===== src/rtl/vram_fetch_server.sv =====
// vram_fetch_server
// Memory-side responder for the video controller's VRAM fetch port. On each
// fetch_stb it reads two 16-bit values, each at an arbitrary byte address,
// from word-wide memory through a single-outstanding req/ack handshake. It
// then commits both values to vram_dout1/vram_dout2 atomically. Odd byte
// addresses are split into two word reads. A ce_24m-driven budget flags late
// fetches. A fetch that is aborted by a new strobe is also flagged.
//
// Ports
//   clk_sys      in   master clock
//   reset        in   asynchronous active-high reset
//   ce_24m       in   24 MHz clock enable, ticks the fetch budget
//   fetch_stb    in   one-cycle strobe: latch vram_addr1/2, start a fetch
//   vram_addr1   in   [18:0] byte address of first value
//   vram_addr2   in   [18:0] byte address of second value
//   vram_dout1   out  [15:0] {mem[addr1+1], mem[addr1]}
//   vram_dout2   out  [15:0] {mem[addr2+1], mem[addr2]}
//   busy         out  fetch in progress (including orphan drain)
//   underrun     out  one-cycle pulse: budget expired or fetch aborted
//   mem_rd       out  word read request
//   mem_addr     out  [17:0] word address
//   mem_ack      in   one-cycle pulse: mem_din valid, request retired
//   mem_din      in   [15:0] read word, [7:0] = even byte

module vram_fetch_server #(
    parameter int unsigned FETCH_BUDGET = 16
) (
    input  logic        clk_sys,
    input  logic        reset,
    input  logic        ce_24m,
    input  logic        fetch_stb,
    input  logic [18:0] vram_addr1,
    input  logic [18:0] vram_addr2,
    output logic [15:0] vram_dout1,
    output logic [15:0] vram_dout2,
    output logic        busy,
    output logic        underrun,
    output logic        mem_rd,
    output logic [17:0] mem_addr,
    input  logic        mem_ack,
    input  logic [15:0] mem_din
);

    localparam int unsigned BW = (FETCH_BUDGET < 1) ? 1 : $clog2(FETCH_BUDGET + 1);

    typedef enum logic [2:0] {
        IDLE,
        RD1A,
        RD1B,
        RD2A,
        RD2B,
        COMMIT,
        DRAIN
    } state_t;

    state_t      state_q, state_d;
    logic [18:0] addr1_q, addr1_d;
    logic [18:0] addr2_q, addr2_d;
    logic [15:0] res1_q, res1_d;
    logic [15:0] res2_q, res2_d;
    logic [15:0] dout1_q, dout1_d;
    logic [15:0] dout2_q, dout2_d;
    logic        busy_q, busy_d;
    logic        underrun_q, underrun_d;
    logic        ur_done_q, ur_done_d;
    logic        mem_rd_q, mem_rd_d;
    logic [17:0] mem_addr_q, mem_addr_d;
    logic [BW-1:0] budget_q, budget_d;

    logic ack_ok;
    assign ack_ok = mem_rd_q & mem_ack;

    always_comb begin
        state_d    = state_q;
        addr1_d    = addr1_q;
        addr2_d    = addr2_q;
        res1_d     = res1_q;
        res2_d     = res2_q;
        dout1_d    = dout1_q;
        dout2_d    = dout2_q;
        mem_rd_d   = mem_rd_q;
        mem_addr_d = mem_addr_q;
        underrun_d = 1'b0;
        ur_done_d  = ur_done_q;
        budget_d   = budget_q;

        if (busy_q && ce_24m && (budget_q != '0)) begin
            budget_d = budget_q - 1'b1;
        end

        // Budget expiry is reported once per fetch; a fetch already in
        // COMMIT is complete and cannot underrun.
        if (busy_q && !ur_done_q && (state_q != COMMIT) && (budget_d == '0)) begin
            underrun_d = 1'b1;
            ur_done_d  = 1'b1;
        end

        // Each read state raises mem_rd one cycle after entry, then holds
        // request and address until the ack retires it.
        case (state_q)
            RD1A: begin
                if (!mem_rd_q) begin
                    mem_rd_d   = 1'b1;
                    mem_addr_d = addr1_q[18:1];
                end else if (mem_ack) begin
                    mem_rd_d = 1'b0;
                    res1_d   = mem_din;
                    state_d  = addr1_q[0] ? RD1B : RD2A;
                end
            end
            RD1B: begin
                if (!mem_rd_q) begin
                    mem_rd_d   = 1'b1;
                    mem_addr_d = addr1_q[18:1] + 18'd1;
                end else if (mem_ack) begin
                    mem_rd_d = 1'b0;
                    res1_d   = {mem_din[7:0], res1_q[15:8]};
                    state_d  = RD2A;
                end
            end
            RD2A: begin
                if (!mem_rd_q) begin
                    mem_rd_d   = 1'b1;
                    mem_addr_d = addr2_q[18:1];
                end else if (mem_ack) begin
                    mem_rd_d = 1'b0;
                    res2_d   = mem_din;
                    state_d  = addr2_q[0] ? RD2B : COMMIT;
                end
            end
            RD2B: begin
                if (!mem_rd_q) begin
                    mem_rd_d   = 1'b1;
                    mem_addr_d = addr2_q[18:1] + 18'd1;
                end else if (mem_ack) begin
                    mem_rd_d = 1'b0;
                    res2_d   = {mem_din[7:0], res2_q[15:8]};
                    state_d  = COMMIT;
                end
            end
            COMMIT: begin
                dout1_d = res1_q;
                dout2_d = res2_q;
                state_d = IDLE;
            end
            DRAIN: begin
                // Orphaned request from an aborted fetch: data is discarded.
                if (ack_ok) begin
                    mem_rd_d = 1'b0;
                    state_d  = RD1A;
                end
            end
            default: ;
        endcase

        // A new strobe overrides whatever the FSM decided this cycle. A
        // request still outstanding after this edge must be drained first.
        // An ack arriving now retires it, so the new fetch starts directly.
        if (fetch_stb) begin
            addr1_d   = vram_addr1;
            addr2_d   = vram_addr2;
            budget_d  = BW'(FETCH_BUDGET);
            ur_done_d = 1'b0;
            dout1_d   = dout1_q;
            dout2_d   = dout2_q;
            if (busy_q) begin
                underrun_d = 1'b1;
            end
            if (ack_ok || !mem_rd_q) begin
                mem_rd_d   = 1'b0;
                mem_addr_d = mem_addr_q;
                state_d    = RD1A;
            end else begin
                mem_rd_d   = 1'b1;
                mem_addr_d = mem_addr_q;
                state_d    = DRAIN;
            end
        end

        busy_d = (state_d != IDLE);
    end

    always_ff @(posedge clk_sys or posedge reset) begin
        if (reset) begin
            state_q    <= IDLE;
            addr1_q    <= '0;
            addr2_q    <= '0;
            res1_q     <= '0;
            res2_q     <= '0;
            dout1_q    <= '0;
            dout2_q    <= '0;
            busy_q     <= 1'b0;
            underrun_q <= 1'b0;
            ur_done_q  <= 1'b0;
            mem_rd_q   <= 1'b0;
            mem_addr_q <= '0;
            budget_q   <= '0;
        end else begin
            state_q    <= state_d;
            addr1_q    <= addr1_d;
            addr2_q    <= addr2_d;
            res1_q     <= res1_d;
            res2_q     <= res2_d;
            dout1_q    <= dout1_d;
            dout2_q    <= dout2_d;
            busy_q     <= busy_d;
            underrun_q <= underrun_d;
            ur_done_q  <= ur_done_d;
            mem_rd_q   <= mem_rd_d;
            mem_addr_q <= mem_addr_d;
            budget_q   <= budget_d;
        end
    end

    assign vram_dout1 = dout1_q;
    assign vram_dout2 = dout2_q;
    assign busy       = busy_q;
    assign underrun   = underrun_q;
    assign mem_rd     = mem_rd_q;
    assign mem_addr   = mem_addr_q;

endmodule


===== config.mk =====
export PLATFORM = sky130hd
export DESIGN_NAME = vram_fetch_server
export DESIGN_NICKNAME = d
export VERILOG_FILES = /design/src/rtl/vram_fetch_server.sv
export SDC_FILE = /design/constraint.sdc
export NUM_CORES = 1
export LEC_CHECK = 0
export BUFFER_PORTS_ARGS = -buffer_cell sky130_fd_sc_hd__buf_4
export CAP_MARGIN = 0
export CORE_UTILIZATION = 35
export DETAILED_ROUTE_END_ITERATION = 10
export GPL_TIMING_DRIVEN = 1
export MAX_ROUTING_LAYER = met4
export RECOVER_POWER = 50
export SLEW_MARGIN = 0
export SYNTH_ARGS = -nofsm -noshare
export SYNTH_HDL_FRONTEND = slang
export SYNTH_SLANG_ARGS = --single-unit

===== constraint.sdc =====
create_clock -name clk_sys -period 13.02 [get_ports clk_sys]
set_input_delay 3.906 -clock clk_sys [delete_from_list [all_inputs] [get_ports clk_sys]]
set_output_delay 3.906 -clock clk_sys [all_outputs]
set_load 0.02 [all_outputs]

# Yosys cells after proc, flatten, opt, wreduce, memory -nomap -nowiden
# Index checks and enable logic that the tools add are counted.
# totals
regBits,132
latchBits,0
mem_bits_rw,0
romBits,0
out_inout_bits,53
wordCells,100
mem_count,0
# op_classes
add_sub_neg,3
n_mul,0
div_mod_pow,0
n_lt_le_gt_ge,0
n_eq_ne,20
shift,0
n_mux,40
n_bitwise,2
reduce_logical,22
# op_table
operator,n
2-to-1 mux 16 bit,6
2-to-1 mux 18 bit,4
case mux 18 bit (4 select lines),1
case mux 16 bit (2 select lines),2
"adder 18 x 1 -> 18 bit, second input constant",2
2-to-1 mux 3 bit,11
"inequality test 2 bit, second input constant",12
case mux 3 bit (6 select lines),1
2-to-1 mux 1 bit,12
2-to-1 mux 5 bit,2
AND reduction 5 bit,2
"equality test 3 bit, second input constant",3
"equality test 3 x 2 -> 1 bit, second input constant",2
"inequality test 3 bit, second input constant",2
AND reduction 6 bit,1
nonzero test 2 bit,3
nonzero test 3 bit,2
logical AND 1 bit,5
zero test 5 bit,1
nonzero test 5 bit,1
"subtractor 5 x 1 -> 5 bit, second input constant",1
AND reduction 2 bit,2
nonzero test 4 bit,1
OR reduction 4 bit,1
6 further kinds,7

# Logic depth before layout (Yosys ltp)
# depth
word_depth,8
ltp_mapped,14

# Least setup slack after synthesis
# No wires, ideal clock.
# synth_path
kind,in2reg
from,input port fetch_stb
to,"register mem_addr_q[16], in the netlist mem_addr[16]"
setup_ps,69
t_arrival_ps,5325
setup_slack_ps,7626
stages,5
cell_sequence,clkbuf_1 nor4_4 nand2_1 or4_1 nand3_1
# synth_between
elab_chain_len,2
# synth_lines
item,line,text
from (decl),31,"input logic fetch_stb,"
inverter 1 bit (no line),-,
AND reduction 6 bit (no line),-,
to (signal assigned),210,mem_addr_q <= mem_addr_d;
to (decl),67,"logic [17:0] mem_addr_q, mem_addr_d;"
# No other way between the ends.
# A chain may end at the register's enable or synchronous reset.

# Worst setup path in the final report
# Ends and elaborated chain as after synthesis.

==> out/qor.yml <==
hold_path:
  holdPathStages: 2
  hold_path.class: "register to register"
  min_from: "mem_addr[4]"
route:
  route.detailed.drc: 0
  drtIter0Drc: 341
  avgViaCountPerCell: 5.49
  first_pass_iters: 5
  wirelength_um: 16900
  ant_nets: 0
  vias: 5327
  wire_per_inst_um: 17.4
synth:
  synth_edf_count: 0
  synth_seq_area_share_pct: 50.0
  synth_seq_cells: 132
  synth_ff_type: "dfrtp_1"
  ys_types: 62
  syn_avg_cell_area_um2: 10.4
  synth_cells: 633
  syn_nets: 694
  synth_area_leader_cell: "dfrtp_1"
  synth_area_mm2: 0.00661
  ys_warn_count: 0
  synth_top_area_share_pct: 50.0
  synth-async-reset-ratio_pct: 100
  synth.area.top_cells: "dfrtp_1 (50%), mux2_2 (13%), mux2i_1 (5.0%)"
layout:
  layout_commonest_cell: "dfrtp_1"
  final_core_util_pct: 44.6
  nNetsFinal: 789
  final_cell_mix: "dfrtp_1 (132), buf_4 (101), mux2_2 (74), nand2_1 (70), nor2_1 (60)"
  num_antenna_cells: 0
  drive_gt1_share_pct: 29.7
  multi_input_area_mm2: 0.00310
  seq_area_mm2: 0.00330
  layout.filler_cells: 1725
  syn2layout_area_growth_pct: 22.8
worst_setup_path:
  critPathCaptureType: "register"
  r2r_cells: 10
  startpoint: "fetch_stb"
  timing.rr.start: "state_q[0]"
  crit_arrival_ps: 7260
  critical_path_class: "primary input to register"
  cp-start-kind: "primary input"
  crit_required_ps: 13370
  path_max_fanout: 56
timing:
  timing.final.crit_share_pct: 53.1
  rsz0062_at_grt: "no"
  slew_viol_final: 140
  fin_skew_ps: 9.69
  setup_violations: 0
  min_period_ps: 6910
  setup_tns_ps: 0
  worst_pin_slew_ps: 3650
  hold_viol: 0
  whs_ps: 485
  max-slew-margin-rel_pct: -145
  timing.fmax_mhz: 145
global_route:
  grt_max_degree: 83
  grt_pass1_wl_um: 27500
  grtUsageTotal_pct: 18.5
  grt_pass1_vias: 5328
  antenna_found_initial: 0
  overflow: 0
place:
  routabilityCongestion: 0.896
  port_buffers: 111
  hpwl_um: 11700
clock_network:
  hold_buffers: 0
  cts_tree: "yes"
  cts_max_level: 4
  postCtsSetupBuffers: 0
  clock_path_buffers: 2
  cts_sinks: 132
  cts_resized: 0
  clk_latency_ps: 420
  cts_buffers: 17
  cts.clk_slew.worst_paths_ps: 60
  cts-root-buf: "clkbuf_16"
die:
  start_util_pct: 36.3
  ios: 112
  die_w_um: 139
  die-area_mm2: 0.0194
  core_mm2: 0.0182
  row_count: 49
  die_h_um: 139
flow_run:
  drv_cap: 2
power_and_ir_drop:
  vdd_ir_drop_max_mv: 0.110
  pwr_density_cell_mw_per_mm2: 227
  power.static_leakage_uw: 0.00347
outcome:
  violations: "max-capacitance violations, max-slew violations"
  status: "complete, but fails checks"
-- where the power goes --
part           internal, µW  total, µW  switching (µW)
sequential              566        704             138
combinational           300        685             384
clock                   253        454             202
-- registers in the layout, summed over array words and instances (netlist names) --
signal      flops
underrun        1
res2_q         16
addr2_q        19
addr1_q        19
vram_dout1     16
res1_q         16
ur_done_q       1
busy            1
mem_rd          1
vram_dout2     16
mem_addr       18
budget_q        5
state_q         3
-- path summary, 6_finish.rpt --
path,to,slack (ps)
setup / recovery,mem_addr[16],6110
hold reg to reg,mem_addr[4],480
max in group asynchronous,mem_addr[11],6560
hold / removal,mem_addr[4],480
setup reg to reg,mem_addr[16],9310
min in group asynchronous,budget_q[2],4580
-- cell usage after synthesis (2+ instances only) --
master     number
buf_2          12
o21a_1          2
o2111ai_1       5
a21oi_1        35
nand3_1        16
ha_1            2
a22oi_1         2
nand4_1         9
o211ai_1        7
xnor2_1         4
o22ai_1         9
a211o_1         3
nor3_1          4
buf_4           2
o21ai_0        21
dfrtp_1       132
nor2_1         61
o221ai_1        2
a21boi_0        2
or4_1           4
mux2i_1        33
nor2b_1         3
a31oi_1        18
a211oi_1        2
a221oi_1        7
xor2_1          5
nand2_1        70
buf_1           8
nand2b_1        5
a221o_1         3
inv_1           9
mux2_2         74
o31ai_1         2
nand3b_1        3
or3_1           3
a21o_1          2
and3_1          8
clkbuf_1       20
-- critical path, stage by stage --
cell and delay (ps):
clkbuf_1 990, nor4_4 540, clkbuf_1 770, nand2_1 340, or4_1 610, nand3_1 100
-- layer usage --
metal  vias up  share of wire (%)  routed length (µm)  GRT usage (%)
li1       2489                  -                   -              -
met1      2628                 43                7290           23.0
met2       193                 50                8430           30.5
met3        17                5.6                 944           3.68
met4         0                1.2                 209           5.03
met5         -                  0                   0              -
-- logic make-up (layout without fill, tap and decap cells) --
logic type / count (synthesis) / in the layout / share of synthesized area [%]
buffers and inverters: 51 / 159 / 3.24
flip-flops: 132 / 132 / 50.0
multiplexers: 109 / 109 / 18.0
AO/OA/AOI/OAI: 132 / 132 / 13.1
AND/OR/NAND/NOR: 198 / 198 / 14.1
XOR/XNOR: 9 / 9 / 1.19
adder cells (fa/ha/maj): 2 / 2 / 0.378
-- stage by stage --
step	cells	power, µW	setup slack, ps	instance area, µm²
after global routing	970	1960	5870	8120
after global placement	938	1390	7090	7620
final	970	1840	6110	8120
after floorplan	633	1150	5590	6610
after CTS	970	1880	7460	8180
after detailed placement	938	1420	7010	7620
-- area by class of cell --
cell class / instances / share of cell area [%]
clock inverters: 15 / 1.71
flip-flops and latches: 132 / 40.7
repair buffers: 118 / 10.2
clock buffers: 17 / 5.24
multi-input cells: 450 / 38.2
inverters: 9 / 0.432
well taps: 229 / 3.53
Power figures use the tool's default switching activity.
